--- src/rtl/a78_pkg.sv ---
// Shared types and constants for the A78 cartridge loader: FSM states, header layout, magic.
package a78_pkg;

    localparam int HDR_LEN   = 128;
    localparam int PROBE_LEN = 6;

    localparam logic [39:0] MAGIC = "ATARI";

    localparam int SIZE_B0  = 49;
    localparam int FLAGS_HI = 53;
    localparam int FLAGS_LO = 54;
    localparam int REGION   = 57;

    typedef enum logic [2:0] {
        ST_IDLE,
        ST_PROBE,
        ST_REPLAY,
        ST_HEADER,
        ST_BODY,
        ST_DONE
    } state_e;

    function automatic logic [31:0] sat_sub(input logic [31:0] a, input logic [31:0] b);
        return (a > b) ? (a - b) : 32'd0;
    endfunction

endpackage

--- src/rtl/a78_cart_loader_if.sv ---
// Download stream in, cart RAM write port out. master = HPS/RAM side, slave = loader.
interface a78_cart_loader_if #(
    parameter int ADDR_W = 18
);
    logic              ioctl_download;
    logic [7:0]        ioctl_index;
    logic              ioctl_wr;
    logic [24:0]       ioctl_addr;
    logic [7:0]        ioctl_dout;
    logic              cart_we;
    logic [ADDR_W-1:0] cart_waddr;
    logic [7:0]        cart_wdata;

    modport master (
        output ioctl_download, ioctl_index, ioctl_wr, ioctl_addr, ioctl_dout,
        input  cart_we, cart_waddr, cart_wdata
    );

    modport slave (
        input  ioctl_download, ioctl_index, ioctl_wr, ioctl_addr, ioctl_dout,
        output cart_we, cart_waddr, cart_wdata
    );
endinterface

--- src/rtl/a78_probe_buf.sv ---
// Holds the first six file bytes until the header decision, then replays a given count of them.
// Emit is one byte per cycle from the cycle after start; no backpressure.
module a78_probe_buf
    import a78_pkg::*;
(
    input  logic       clk_sys,
    input  logic       reset,
    input  logic       clr_i,
    input  logic       wr_en_i,
    input  logic [2:0] wr_idx_i,
    input  logic [7:0] wr_dat_i,
    input  logic       start_i,
    input  logic [2:0] start_cnt_i,
    output logic [2:0] fill_cnt_o,
    output logic       magic_o,
    output logic       emit_vld_o,
    output logic [2:0] emit_addr_o,
    output logic [7:0] emit_dat_o,
    output logic       emit_last_o
);

    logic [PROBE_LEN-1:0][7:0] buf_q, buf_d;
    logic [2:0]                fill_q, fill_d;
    logic [2:0]                cnt_q, cnt_d;
    logic [2:0]                rp_q, rp_d;
    logic                      act_q, act_d;

    // Magic is judged on the offset-5 write itself, so the last letter comes from the bus.
    assign magic_o     = ({buf_q[1], buf_q[2], buf_q[3], buf_q[4], wr_dat_i} == MAGIC);
    assign fill_cnt_o  = fill_q;
    assign emit_vld_o  = act_q;
    assign emit_addr_o = rp_q;
    assign emit_dat_o  = buf_q[rp_q];
    assign emit_last_o = act_q && (rp_q == cnt_q - 3'd1);

    always_comb begin
        buf_d  = buf_q;
        fill_d = fill_q;
        cnt_d  = cnt_q;
        rp_d   = rp_q;
        act_d  = act_q;
        if (clr_i) begin
            buf_d  = '0;
            fill_d = '0;
            cnt_d  = '0;
            rp_d   = '0;
            act_d  = 1'b0;
        end else begin
            if (wr_en_i && (wr_idx_i < 3'(PROBE_LEN))) begin
                buf_d[wr_idx_i] = wr_dat_i;
                if (fill_q != 3'(PROBE_LEN)) begin
                    fill_d = fill_q + 3'd1;
                end
            end
            if (start_i) begin
                act_d = (start_cnt_i != 3'd0);
                rp_d  = '0;
                cnt_d = start_cnt_i;
            end else if (act_q) begin
                if (emit_last_o) begin
                    act_d = 1'b0;
                end else begin
                    rp_d = rp_q + 3'd1;
                end
            end
        end
    end

    always_ff @(posedge clk_sys) begin
        if (reset) begin
            buf_q  <= '0;
            fill_q <= '0;
            cnt_q  <= '0;
            rp_q   <= '0;
            act_q  <= 1'b0;
        end else begin
            buf_q  <= buf_d;
            fill_q <= fill_d;
            cnt_q  <= cnt_d;
            rp_q   <= rp_d;
            act_q  <= act_d;
        end
    end

endmodule

--- src/rtl/a78_cart_loader.sv ---
// Strips the A78 header from cart downloads, latches cart info, streams body bytes to cart RAM.
// RAM writes one cycle after the ioctl strobe; no backpressure. A78_SIZE_CHECK_EN adds size_mismatch.
module a78_cart_loader
    import a78_pkg::*;
#(
    parameter int ADDR_W = 18
) (
    input  logic               clk_sys,
    input  logic               reset,
    a78_cart_loader_if.slave   bus,
    output logic               cart_is_7800,
    output logic [15:0]        cart_flags,
    output logic               cart_region,
    output logic [31:0]        cart_size,
    output logic               loading,
    output logic               load_done
`ifdef A78_SIZE_CHECK_EN
    ,
    output logic               size_mismatch
`endif
);

    localparam logic [31:0] HDR32 = 32'(HDR_LEN);

    state_e            state_q, state_d;
    logic              cart_dl_q;
    logic              end_q, end_d;
    logic              start_pend_q, start_pend_d;
    logic              we_q, we_d;
    logic [ADDR_W-1:0] waddr_q, waddr_d;
    logic [7:0]        wdata_q, wdata_d;
    logic              is7800_q, is7800_d;
    logic [15:0]       flags_q, flags_d;
    logic              region_q, region_d;
    logic [31:0]       size_q, size_d;
    logic              loading_q, loading_d;
    logic              done_q, done_d;
    logic              skid_vld_q, skid_vld_d;
    logic [24:0]       skid_addr_q, skid_addr_d;
    logic [7:0]        skid_dat_q, skid_dat_d;
    logic [24:0]       last_off_q, last_off_d;
    logic              any_wr_q, any_wr_d;
`ifdef A78_SIZE_CHECK_EN
    logic [31:0]       decl_q, decl_d;
    logic              mism_q, mism_d;
`endif

    logic        cart_dl, rise, fall, wr_ok, in_load;
    logic        pb_clr, pb_wr, pb_start, pb_magic;
    logic [2:0]  pb_cnt, pb_fill;
    logic        emit_vld, emit_last;
    logic [2:0]  emit_addr;
    logic [7:0]  emit_dat;
    logic        body_vld;
    logic [24:0] body_off;
    logic [7:0]  body_dat;
    logic [31:0] body_sub, size_calc;

    assign cart_dl = bus.ioctl_download & (bus.ioctl_index != 8'd0);
    assign wr_ok   = bus.ioctl_wr & (bus.ioctl_index != 8'd0);
    assign rise    = cart_dl & ~cart_dl_q;
    assign fall    = ~cart_dl & cart_dl_q;
    assign in_load = (state_q == ST_PROBE) || (state_q == ST_REPLAY) ||
                     (state_q == ST_HEADER) || (state_q == ST_BODY);

    assign size_calc = sat_sub(any_wr_q ? ({7'd0, last_off_q} + 32'd1) : 32'd0,
                               is7800_q ? HDR32 : 32'd0);

    a78_probe_buf u_probe (
        .clk_sys     (clk_sys),
        .reset       (reset),
        .clr_i       (pb_clr),
        .wr_en_i     (pb_wr),
        .wr_idx_i    (bus.ioctl_addr[2:0]),
        .wr_dat_i    (bus.ioctl_dout),
        .start_i     (pb_start),
        .start_cnt_i (pb_cnt),
        .fill_cnt_o  (pb_fill),
        .magic_o     (pb_magic),
        .emit_vld_o  (emit_vld),
        .emit_addr_o (emit_addr),
        .emit_dat_o  (emit_dat),
        .emit_last_o (emit_last)
    );

    always_comb begin
        state_d      = state_q;
        end_d        = end_q;
        start_pend_d = start_pend_q;
        we_d         = 1'b0;
        waddr_d      = waddr_q;
        wdata_d      = wdata_q;
        is7800_d     = is7800_q;
        flags_d      = flags_q;
        region_d     = region_q;
        size_d       = size_q;
        loading_d    = loading_q;
        done_d       = 1'b0;
        skid_vld_d   = skid_vld_q;
        skid_addr_d  = skid_addr_q;
        skid_dat_d   = skid_dat_q;
        last_off_d   = last_off_q;
        any_wr_d     = any_wr_q;
`ifdef A78_SIZE_CHECK_EN
        decl_d       = decl_q;
        mism_d       = mism_q;
`endif
        pb_clr       = 1'b0;
        pb_wr        = 1'b0;
        pb_start     = 1'b0;
        pb_cnt       = pb_fill;
        body_vld     = 1'b0;
        body_off     = bus.ioctl_addr;
        body_dat     = bus.ioctl_dout;
        body_sub     = '0;

        if (in_load && wr_ok) begin
            last_off_d = bus.ioctl_addr;
            any_wr_d   = 1'b1;
        end
        // A falling edge is acted on one cycle later so a coincident last byte lands first.
        if (in_load && fall) begin
            end_d = 1'b1;
        end

        case (state_q)
            ST_IDLE: begin
                if (rise || start_pend_q) begin
                    state_d      = ST_PROBE;
                    start_pend_d = 1'b0;
                    end_d        = 1'b0;
                    is7800_d     = 1'b0;
                    flags_d      = '0;
                    region_d     = 1'b0;
                    size_d       = '0;
                    loading_d    = 1'b1;
                    skid_vld_d   = 1'b0;
                    last_off_d   = '0;
                    any_wr_d     = 1'b0;
                    pb_clr       = 1'b1;
`ifdef A78_SIZE_CHECK_EN
                    decl_d       = '0;
                    mism_d       = 1'b0;
`endif
                end
            end
            ST_PROBE: begin
                if (end_q) begin
                    if (pb_fill == 3'd0) begin
                        state_d = ST_DONE;
                    end else begin
                        pb_start = 1'b1;
                        state_d  = ST_REPLAY;
                    end
                end else if (wr_ok) begin
                    pb_wr = (bus.ioctl_addr < 25'(PROBE_LEN));
                    if (bus.ioctl_addr == 25'(PROBE_LEN - 1)) begin
                        if (pb_magic) begin
                            is7800_d = 1'b1;
                            state_d  = ST_HEADER;
                        end else begin
                            pb_start = 1'b1;
                            pb_cnt   = 3'(PROBE_LEN);
                            state_d  = ST_REPLAY;
                        end
                    end
                end
            end
            ST_REPLAY: begin
                we_d    = emit_vld;
                waddr_d = ADDR_W'(emit_addr);
                wdata_d = emit_dat;
                if (wr_ok) begin
                    skid_vld_d  = 1'b1;
                    skid_addr_d = bus.ioctl_addr;
                    skid_dat_d  = bus.ioctl_dout;
                end
                if (emit_last) begin
                    state_d = end_d ? ST_DONE : ST_BODY;
                end
            end
            ST_HEADER: begin
                if (end_q) begin
                    state_d = ST_DONE;
                end else if (wr_ok && (bus.ioctl_addr < 25'(HDR_LEN))) begin
                    if (bus.ioctl_addr == 25'(FLAGS_HI)) flags_d[15:8] = bus.ioctl_dout;
                    if (bus.ioctl_addr == 25'(FLAGS_LO)) flags_d[7:0]  = bus.ioctl_dout;
                    if (bus.ioctl_addr == 25'(REGION))   region_d      = bus.ioctl_dout[0];
`ifdef A78_SIZE_CHECK_EN
                    if (bus.ioctl_addr == 25'(SIZE_B0))     decl_d[31:24] = bus.ioctl_dout;
                    if (bus.ioctl_addr == 25'(SIZE_B0 + 1)) decl_d[23:16] = bus.ioctl_dout;
                    if (bus.ioctl_addr == 25'(SIZE_B0 + 2)) decl_d[15:8]  = bus.ioctl_dout;
                    if (bus.ioctl_addr == 25'(SIZE_B0 + 3)) decl_d[7:0]   = bus.ioctl_dout;
`endif
                    if (bus.ioctl_addr == 25'(HDR_LEN - 1)) begin
                        state_d = ST_BODY;
                    end
                end
            end
            ST_BODY: begin
                if (skid_vld_q) begin
                    body_vld   = 1'b1;
                    body_off   = skid_addr_q;
                    body_dat   = skid_dat_q;
                    skid_vld_d = 1'b0;
                end else if (wr_ok) begin
                    body_vld = 1'b1;
                end
                // Offsets that land past the RAM (or below the header) wrap high and are dropped.
                body_sub = {7'd0, body_off} - (is7800_q ? HDR32 : 32'd0);
                if (body_vld) begin
                    we_d    = (body_sub[31:ADDR_W] == '0);
                    waddr_d = body_sub[ADDR_W-1:0];
                    wdata_d = body_dat;
                end
                if (end_q) begin
                    state_d = ST_DONE;
                end
            end
            ST_DONE: begin
                size_d    = size_calc;
                done_d    = 1'b1;
                loading_d = 1'b0;
                end_d     = 1'b0;
                state_d   = ST_IDLE;
                if (rise) begin
                    start_pend_d = 1'b1;
                end
`ifdef A78_SIZE_CHECK_EN
                mism_d = is7800_q && (decl_q != size_calc);
`endif
            end
            default: state_d = ST_IDLE;
        endcase
    end

    always_ff @(posedge clk_sys) begin
        if (reset) begin
            state_q      <= ST_IDLE;
            cart_dl_q    <= 1'b0;
            end_q        <= 1'b0;
            start_pend_q <= 1'b0;
            we_q         <= 1'b0;
            waddr_q      <= '0;
            wdata_q      <= '0;
            is7800_q     <= 1'b0;
            flags_q      <= '0;
            region_q     <= 1'b0;
            size_q       <= '0;
            loading_q    <= 1'b0;
            done_q       <= 1'b0;
            skid_vld_q   <= 1'b0;
            skid_addr_q  <= '0;
            skid_dat_q   <= '0;
            last_off_q   <= '0;
            any_wr_q     <= 1'b0;
`ifdef A78_SIZE_CHECK_EN
            decl_q       <= '0;
            mism_q       <= 1'b0;
`endif
        end else begin
            state_q      <= state_d;
            cart_dl_q    <= cart_dl;
            end_q        <= end_d;
            start_pend_q <= start_pend_d;
            we_q         <= we_d;
            waddr_q      <= waddr_d;
            wdata_q      <= wdata_d;
            is7800_q     <= is7800_d;
            flags_q      <= flags_d;
            region_q     <= region_d;
            size_q       <= size_d;
            loading_q    <= loading_d;
            done_q       <= done_d;
            skid_vld_q   <= skid_vld_d;
            skid_addr_q  <= skid_addr_d;
            skid_dat_q   <= skid_dat_d;
            last_off_q   <= last_off_d;
            any_wr_q     <= any_wr_d;
`ifdef A78_SIZE_CHECK_EN
            decl_q       <= decl_d;
            mism_q       <= mism_d;
`endif
        end
    end

    assign bus.cart_we    = we_q;
    assign bus.cart_waddr = waddr_q;
    assign bus.cart_wdata = wdata_q;
    assign cart_is_7800   = is7800_q;
    assign cart_flags     = flags_q;
    assign cart_region    = region_q;
    assign cart_size      = size_q;
    assign loading        = loading_q;
    assign load_done      = done_q;
`ifdef A78_SIZE_CHECK_EN
    assign size_mismatch  = mism_q;
`endif

endmodule
--- src/flat_wrapper.sv ---
// flat-port wrapper written by rule: the top's interface ports become plain ports
module a78_cart_loader_flat import a78_pkg::*;
#(
    parameter int ADDR_W = 18
)
  (clk_sys, reset, cart_is_7800, cart_flags, cart_region, cart_size, loading, load_done, bus_ioctl_download, bus_ioctl_index, bus_ioctl_wr, bus_ioctl_addr, bus_ioctl_dout, bus_cart_we, bus_cart_waddr, bus_cart_wdata);
  a78_cart_loader_if #(.ADDR_W(ADDR_W)) bus_i ();
  input  logic clk_sys;
  input  logic reset;
  output logic cart_is_7800;
  output logic [15:0] cart_flags;
  output logic cart_region;
  output logic [31:0] cart_size;
  output logic loading;
  output logic load_done;
  input wire logic [$bits(bus_i.ioctl_download)-1:0] bus_ioctl_download;
  input wire logic [$bits(bus_i.ioctl_index)-1:0] bus_ioctl_index;
  input wire logic [$bits(bus_i.ioctl_wr)-1:0] bus_ioctl_wr;
  input wire logic [$bits(bus_i.ioctl_addr)-1:0] bus_ioctl_addr;
  input wire logic [$bits(bus_i.ioctl_dout)-1:0] bus_ioctl_dout;
  output wire logic [$bits(bus_i.cart_we)-1:0] bus_cart_we;
  output wire logic [$bits(bus_i.cart_waddr)-1:0] bus_cart_waddr;
  output wire logic [$bits(bus_i.cart_wdata)-1:0] bus_cart_wdata;
  assign bus_i.ioctl_download = bus_ioctl_download;
  assign bus_i.ioctl_index = bus_ioctl_index;
  assign bus_i.ioctl_wr = bus_ioctl_wr;
  assign bus_i.ioctl_addr = bus_ioctl_addr;
  assign bus_i.ioctl_dout = bus_ioctl_dout;
  assign bus_cart_we = bus_i.cart_we;
  assign bus_cart_waddr = bus_i.cart_waddr;
  assign bus_cart_wdata = bus_i.cart_wdata;
  a78_cart_loader #(.ADDR_W(ADDR_W)) u_core (.clk_sys(clk_sys), .reset(reset), .bus(bus_i), .cart_is_7800(cart_is_7800), .cart_flags(cart_flags), .cart_region(cart_region), .cart_size(cart_size), .loading(loading), .load_done(load_done));
endmodule
--- config.mk ---
export PLATFORM = sky130hd
export DESIGN_NAME = a78_cart_loader_flat
export DESIGN_NICKNAME = d
export VERILOG_FILES = /design/src/rtl/a78_pkg.sv /design/src/rtl/a78_cart_loader_if.sv /design/src/rtl/a78_probe_buf.sv /design/src/rtl/a78_cart_loader.sv /design/src/flat_wrapper.sv
export SDC_FILE = /design/constraint.sdc
export NUM_CORES = 1
export LEC_CHECK = 0
export BUFFER_PORTS_ARGS = -buffer_cell sky130_fd_sc_hd__buf_2
export CORE_ASPECT_RATIO = 1.2
export CORE_UTILIZATION = 59
export DETAILED_ROUTE_END_ITERATION = 8
export MAX_ROUTING_LAYER = met4
export PLACE_DENSITY = 0.81
export SETUP_SLACK_MARGIN = 0.4
export SYNTH_ARGS = -nofsm -noshare
export SYNTH_HDL_FRONTEND = slang
export SYNTH_HIERARCHICAL = 1
export SYNTH_SLANG_ARGS = --single-unit
--- constraint.sdc ---
create_clock -name clk_sys -period 4.55 [get_ports clk_sys]
set_clock_uncertainty 0.2 [all_clocks]
set_input_delay 0.2275 -clock clk_sys [delete_from_list [all_inputs] [get_ports clk_sys]]
set_output_delay 0.2275 -clock clk_sys [all_outputs]
set_load 0.1 [all_outputs]
==> metrics.md, run 1 <==
| Metric | Value |
|---|---|
| Number of CTS-inserted buffers | `22` |
| Most Used Layer, Global Route | `met2` |
| Die ar. | `0.0179 mm^2` |
| Nets | `1413` |
| Overall Global Routing Usage | `32.3%` |
| Crit. End Element | `flop` |
| Crit-path max cell delay | `590 ps` |
| Number of flops mapped to enable cells by yosys | `0` |
| Total wire length | `28200 um` |
| Period utilisation layout | `83.4%` |
| Fin util | `70.5%` |
| Commonest cells after routing, fill and taps aside | `nand2_1 (232), dfxtp_1 (202), a21oi_1 (132), nor2_1 (129), buf_2 (123)` |
| Antenna-violating nets left | `0` |
| Critical path class | `flop to flop` |
| Distinct cell type count after synthesis | `79` |
| R2R Path End | `u_core/cart_size[2]` |
| MaxCap Viol Count | `0` |
| Wire length per cell | `17.7 um` |
| Largest net degree at the start of global routing | `85` |
| Die height | `146 um` |
| Pwr Density | `410 mW/mm^2` |
| Final-report hold violation count | `0` |
| Routability cong. | `0.913` |
| Number of diodes | `0` |
| Vias | `9439` |
| Critical Path, Cell by Cell | `ha_1, nand4_1, nor4_4, and3_1, mux2i_1, nand4b_1, o31ai_2, buf_4, nor2_1, a22o_1` |
| FILL cells | `1386` |
| Synth warn | `6` |
| Core footprint | `0.0169 mm^2` |
| Min-delay worst type | `input pin to flop` |
| Ratio of cells with drive above 1 in the final layout | `15.6%` |
| Relative slew margins | `19.4%` |
| Pleak | `4.39 nW` |
| Clock Sinks | `203` |
| Root Buffer | `clkbuf_16` |
| Starting Density | `60.4%` |
| Commonest non-fill, non-tap cell in the layout | `nand2_1` |
| Top cells by area, synth | `dfxtp_1 (40%), nand2_1 (8.5%), mux2i_1 (8.1%), a21oi_1 (6.5%), nor2_1 (4.7%)` |
| # IOs | `124` |
| Met2 usage | `55.6%` |
| Hold depth | `5` |
| Flop2flop setup slack | `760 ps` |
| Tmin final | `3790 ps` |
| Core Rows | `52` |
| Peak VDD IR | `323 uV` |
| Synth area leader | `dfxtp_1` |
| Post-cts gate resize count | `0` |
| Status | `finished, final reports clean` |
| Detailed-route vias per instance | `5.94` |
| TritonCTS clock tree | `done` |
| Yosys reg bits | `203` |
| Drt pass-1 iters | `5` |
| # setup viols final | `0` |
| Synth Flop Type | `dfxtp_1` |
| Total grt overflow | `0` |
| H-Tree Depth | `1` |
| Reg clk slew, reported paths | `60 ps` |
| Seq/Total Area, Yosys | `39.7%` |
| Final worst slack | `757 ps` |
| Dpl hpwl | `19200 um` |
| Reg2reg path depth | `10` |
| Met1 Use GR | `37.4%` |
| Worst Hold Path EP | `u_core/cart_dl_q` |
| Post-synth ARST share | `0%` |
| 1st-iter DRT viols | `779` |
| Post-Synthesis Cells | `1251` |
| Post-CTS setup buffers | `0` |
| First-pass GRT wire length | `44900 um` |
| Req. time, crit path | `4750 ps` |
| Mapped Area | `0.0102 mm^2` |
| Total negative setup slack | `0 ps` |
| Area fraction of the dominant cell type after synthesis | `39.7%` |
| Fmax | `0.264 GHz` |
| Layout area overhead | `16.7%` |
| Startpoint types | `flop` |
| Power Total | `4.89 mW` |
| RSZ-0062 raised after global routing | `false` |
| Mapped Nets | `1305` |
| Initial antenna violation count | `0` |
| # port buffers | `123` |
| Worst Path Arrival | `3990 ps` |
| CTS max path bufs | `3` |
| Critical-path maximum fanout | `19` |
| Slew Viols, Final | `0` |
| Worst skew pair latency | `510 ps` |
| Post-place setup slack | `783 ps` |
| Met3 usage | `4.26%` |
| # hold bufs at CTS | `35` |
| CP max stage cell | `nor4_4` |
| Die X | `122 um` |
| Residual DRC count | `0` |
| Mapped Avg Cell Area | `8.17 um^2` |
| Vias in the first global route | `9006` |
| Worst-Margin Slew | `1210 ps` |
| Hold Path Origin | `bus_ioctl_index[7]` |
| Reg2reg start | `u_core/last_off_q[0]` |
registers in the layout, indices dropped and copies added (netlist names), 3 cells and up:
signal                      count
u_core/bus.cart_waddr          18
u_core/bus.cart_wdata           8
u_core/cart_flags              16
u_core/cart_size               32
u_core/last_off_q              25
u_core/skid_addr_q             25
u_core/skid_dat_q               8
u_core/state_q                  3
u_core/u_probe/buf_q           48
u_core/u_probe/cnt_q            3
u_core/u_probe/emit_addr_o      3
u_core/u_probe/fill_cnt_o       3
routing by layer:
layer	wire (um)	vias to the layer above	part of all wire, %
met3	1650	67	5.8
met4	926	0	3.3
li1	-	4557	-
met1	11200	4464	40
met5	0	-	0
met2	14500	351	51
cell usage after synthesis, drive strengths merged (14+ instances only):
library cell / count
nand2: 233
nor3: 33
xnor2: 17
xor2: 21
dfxtp: 203
mux2i: 83
nor4: 16
nand4: 14
o21ai: 40
nor2: 130
nand3: 19
clkbuf: 57
a211oi: 14
inv: 24
a21oi: 133
and2: 16
buf: 28
report_power, final:
part	switching (mW)	internal, mW
Clock	0.730	1.13
Combinational	0.685	0.337
Sequential	0.149	1.86
worst max-delay path: cells and delay by family (launching register included):
kind | cells | cell delay, ps
simple gates | 5 | 1610
compound gates | 2 | 440
buf+inv | 1 | 270
flops | 1 | 490
fa+ha+maj | 1 | 320
mux | 1 | 360
kinds of logic (layout without fill, tap and decap cells):
family,after synthesis,in the layout,synth area share [%]
compound gates,256,256,15.1
fa+ha+maj,9,9,1.10
mux,95,95,10.3
flops,203,203,39.7
buf+inv,109,232,4.63
simple gates,540,540,25.5
xor+xnor,39,39,3.55
worst max-delay path by stage:
stage	startpoint	to	slack [ps]	cells after the start
global route	u_core/last_off_q[0]	u_core/cart_size[2]	430	10
CTS	u_core/last_off_q[0]	u_core/cart_size[2]	780	10
global placement	u_core/last_off_q[0]	u_core/cart_size[2]	890	10
detailed placement	u_core/last_off_q[0]	u_core/cart_size[2]	780	10
floorplan	u_core/skid_vld_q	u_core/bus.cart_we	1090	14
finish	u_core/last_off_q[0]	u_core/cart_size[2]	760	10
layout make-up:
type / count / area, um^2 / share of cell area [%]
inverters: 24 / 90.1 / 0.755
flip-flops and latches: 203 / 4070 / 34.1
clock inverters: 8 / 123 / 1.03
well taps: 216 / 270 / 2.26
repair buffers: 169 / 1050 / 8.79
clock buffers: 31 / 626 / 5.24
multi-input cells: 939 / 5710 / 47.9
through the flow:
stage / std cells / hold slack, ps / area (um^2)
finish: 1590 / 36.7 / 11900
global route: 1590 / 94.6 / 11900
CTS: 1590 / 1.67 / 11900
detailed placement: 1516 / 237 / 10800
global placement: 1516 / 230 / 10800
floorplan: 1251 / 123 / 10200
No activity file was read; power rests on OpenSTA's default activity.
==> run 2: changes to the inputs <==
Clock period 4.55 ns to 3.5 ns, I/O delays scaled along.
==> metrics.md, run 2 (synthesis gave the netlist of run 1 again) <==
| Metric | Value |
|---|---|
| Combinational share of power | `23.5% (+2.6 points)` |
| CP delay by family, top | `simple AND/OR/NAND/NOR gates` |
| Detailed-route vias per instance | `5.98 (+0.70%)` |
| Crit. End Element | `flop` |
| Core Rows | `52 (unchanged)` |
| FILL cells | `1259 (-9.2%)` |
| H-Tree Depth | `1 (unchanged)` |
| WP buf/inv | `1 (unchanged)` |
| CTS max path bufs | `3 (unchanged)` |
| Largest Register | `u_core/u_probe/buf_q` |
| Worst-Margin Slew | `884 ps (-322 ps)` |
| Core footprint | `0.0169 mm^2 (unchanged)` |
| Pleak | `4.66 nW (+6.3%)` |
| Vias | `9792 (+3.7%)` |
| Total wire length | `28900 um (+2.4%)` |
| Number of diodes | `0 (unchanged)` |
| Multi-input combinational cell area | `0.00585 mm^2 (+2.4%)` |
| Reg area | `0.00408 mm^2 (+0.43%)` |
| Switching Share | `33.3% (+1.3 points)` |
| Post-place setup slack | `178 ps (-606 ps)` |
| Critical-path maximum fanout | `7 (-12)` |
| Startpoint types | `flop` |
| P_int | `4.17 mW (+25%)` |
| CP max stage cell | `dfxtp_1` |
| Drt pass-1 iters | `5 (unchanged)` |
| Layout area overhead | `21.7%` |
| Critical Path, Cell by Cell | `and4_2, and3_1, nand4_1, o311a_1, nand4b_1, o31ai_2, buf_6, nor2_4, a22o_1` |
| Number of CTS-inserted buffers | `21 (-4.5%)` |
| MaxCap Viol Count | `0 (unchanged)` |
| Pwr Density | `502 mW/mm^2 (+22%)` |
| TritonCTS clock tree | `done` |
| Cell count after placement | `1541 (+1.6%)` |
| Total grt overflow | `0 (unchanged)` |
| Req. time, crit path | `3690 ps (-1060 ps)` |
| Initial antenna violation count | `0 (unchanged)` |
| Status | `finished, final reports clean` |
| Routability cong. | `0.990 (+8.5%)` |
| Ratio of cells with drive above 1 in the final layout | `20.5% (+5.0 points)` |
| Reg power frac | `41.2% (+0.2 points)` |
| Relative slew margins | `41.1% (+22 points)` |
| Final worst slack | `440 ps (-317 ps)` |
| Root Buffer | `clkbuf_16` |
| Final-report hold violation count | `0 (unchanged)` |
| Final Instance Count excl. Fillers | `1638 (+3.0%)` |
| # port buffers | `123 (unchanged)` |
| Clock Sinks | `203 (unchanged)` |
| Worst skew pair latency | `510 ps (about the same)` |
| P_sw | `2.08 mW (+33%)` |
| Largest net degree at the start of global routing | `85 (unchanged)` |
| Max reg flops | `48 (unchanged)` |
| DP Area | `0.0110 mm^2 (+1.7%)` |
| Min-delay worst type | `input pin to flop` |
| Overall Global Routing Usage | `32.3% (+0.036 points)` |
| Worst Path Arrival | `3250 ps (-740 ps)` |
| Finished Cell Area | `0.0124 mm^2 (+4.3%)` |
| Antenna-violating nets left | `0 (unchanged)` |
| Clock share of power | `35.3% (-2.8 points)` |
| Nets | `1462 (+3.5%)` |
| Crit-path max cell delay | `460 ps (-130 ps)` |
| Total negative setup slack | `0 ps (unchanged)` |
| Commonest cells after routing, fill and taps aside | `nand2_1 (231), dfxtp_1 (194), a21oi_1 (132), nor2_1 (126), buf_2 (123)` |
| RSZ-0062 raised after global routing | `true` |
| First-pass GRT wire length | `44900 um (about the same)` |
| Fin Hold WS | `96.0 ps (+59.3 ps)` |
| Dpl hpwl | `19600 um (+1.8%)` |
| Slew Viols, Final | `0 (unchanged)` |
| Vias in the first global route | `9221 (+2.4%)` |
| Reg clk slew, reported paths | `70 ps (about the same)` |
| Wire length per cell | `17.6 um (-0.61%)` |
| Tmin final | `3060 ps (-733 ps)` |
| Fmax | `0.327 GHz (+24%)` |
| Die ar. | `0.0179 mm^2 (unchanged)` |
| Period utilisation layout | `87.4% (+4.1 points)` |
| # setup viols final | `0 (unchanged)` |
| Peak VDD IR | `425 uV (+31%)` |
| Commonest non-fill, non-tap cell in the layout | `nand2_1` |
| Critical path class | `flop to flop` |
| Die X | `122 um (unchanged)` |
| Residual DRC count | `0 (unchanged)` |
| Starting Density | `60.4% (unchanged)` |
| 1st-iter DRT viols | `753 (-3.3%)` |
| Die height | `146 um (unchanged)` |
| # IOs | `124 (unchanged)` |
run 2: cell count changes in the layout (fill, tap and decap cells not counted), moves of 3 or more:
cell / before / now
nor2_1: 129 / 126
buf_4: 11 / 53
dfxtp_2: 1 / 6
clkbuf_1: 6 / 1
dfxtp_1: 202 / 194
buf_6: 0 / 4
nor4_1: 14 / 11
dfxtp_4: 0 / 3
clkinvlp_4: 0 / 3
run 2: final timing paths:
path / endpoint / slack (ps) / cells after the start / from
max: u_core/cart_size[3] / 440 / 9 / u_core/last_off_q[18]
min: u_core/end_q / 100 / 6 / bus_ioctl_index[6]
max reg2reg: u_core/cart_size[3] / 440 / 9 / u_core/last_off_q[18]
min reg2reg: u_core/cart_size[11] / 240 / 2 / u_core/cart_size[11]
run 2: layout make-up:
type,instances,area share (%)
inverters,24,0.724
flip-flops and latches,203,32.8
multi-input cells,939,47.0
clock inverters,12,0.865
well taps,216,2.17
clock buffers,25,4.58
repair buffers,219,11.9
run 2: power groups by stage:
stage	combinational [mW]	clock, mW	sequential [mW]
4_1_cts	1.38	2.22	2.57
2_1_floorplan	0.975	0	2.62
6_report	1.47	2.21	2.57
5_1_grt	1.59	2.32	2.59
3_5_place_dp	1.34	0	2.61
3_3_place_gp	1.33	0	2.61
run 2: timing repair:
action,CTS,global route
pin swaps,1,16
endpoints found under the setup margin,26,85
hold buffers,36,0
hold endpoints to repair,113,0
setup buffers,2,21
cloned,0,1
resized for setup,4,41
run 2: metal layers:
| metal | GRT usage, % | wire, um | up-vias |
|---|---|---|---|
| met5 | - | 0 | - |
| met4 | 13.9 | 1180 | 0 |
| met3 | 4.26 | 1680 | 95 |
| met2 | 56.6 | 14900 | 381 |
| met1 | 36.2 | 11100 | 4647 |
| li1 | - | - | 4669 |
run 2: worst reg2reg max path, delay by kind of cell, from the launching register on:
| kind | cells | cell delay [ps] |
|---|---|---|
| compound gates | 3 | 980 |
| buf+inv | 1 | 200 |
| flops | 1 | 460 |
| simple gates | 5 | 1110 |
run 2: stage by stage:
stage	power (mW)	utilization, %
after floorplan	3.59	-
after global placement	3.94	65.2
after detailed placement	3.96	65.2
after CTS	6.17	71.5
after global routing	6.50	73.6
final	6.24	73.6
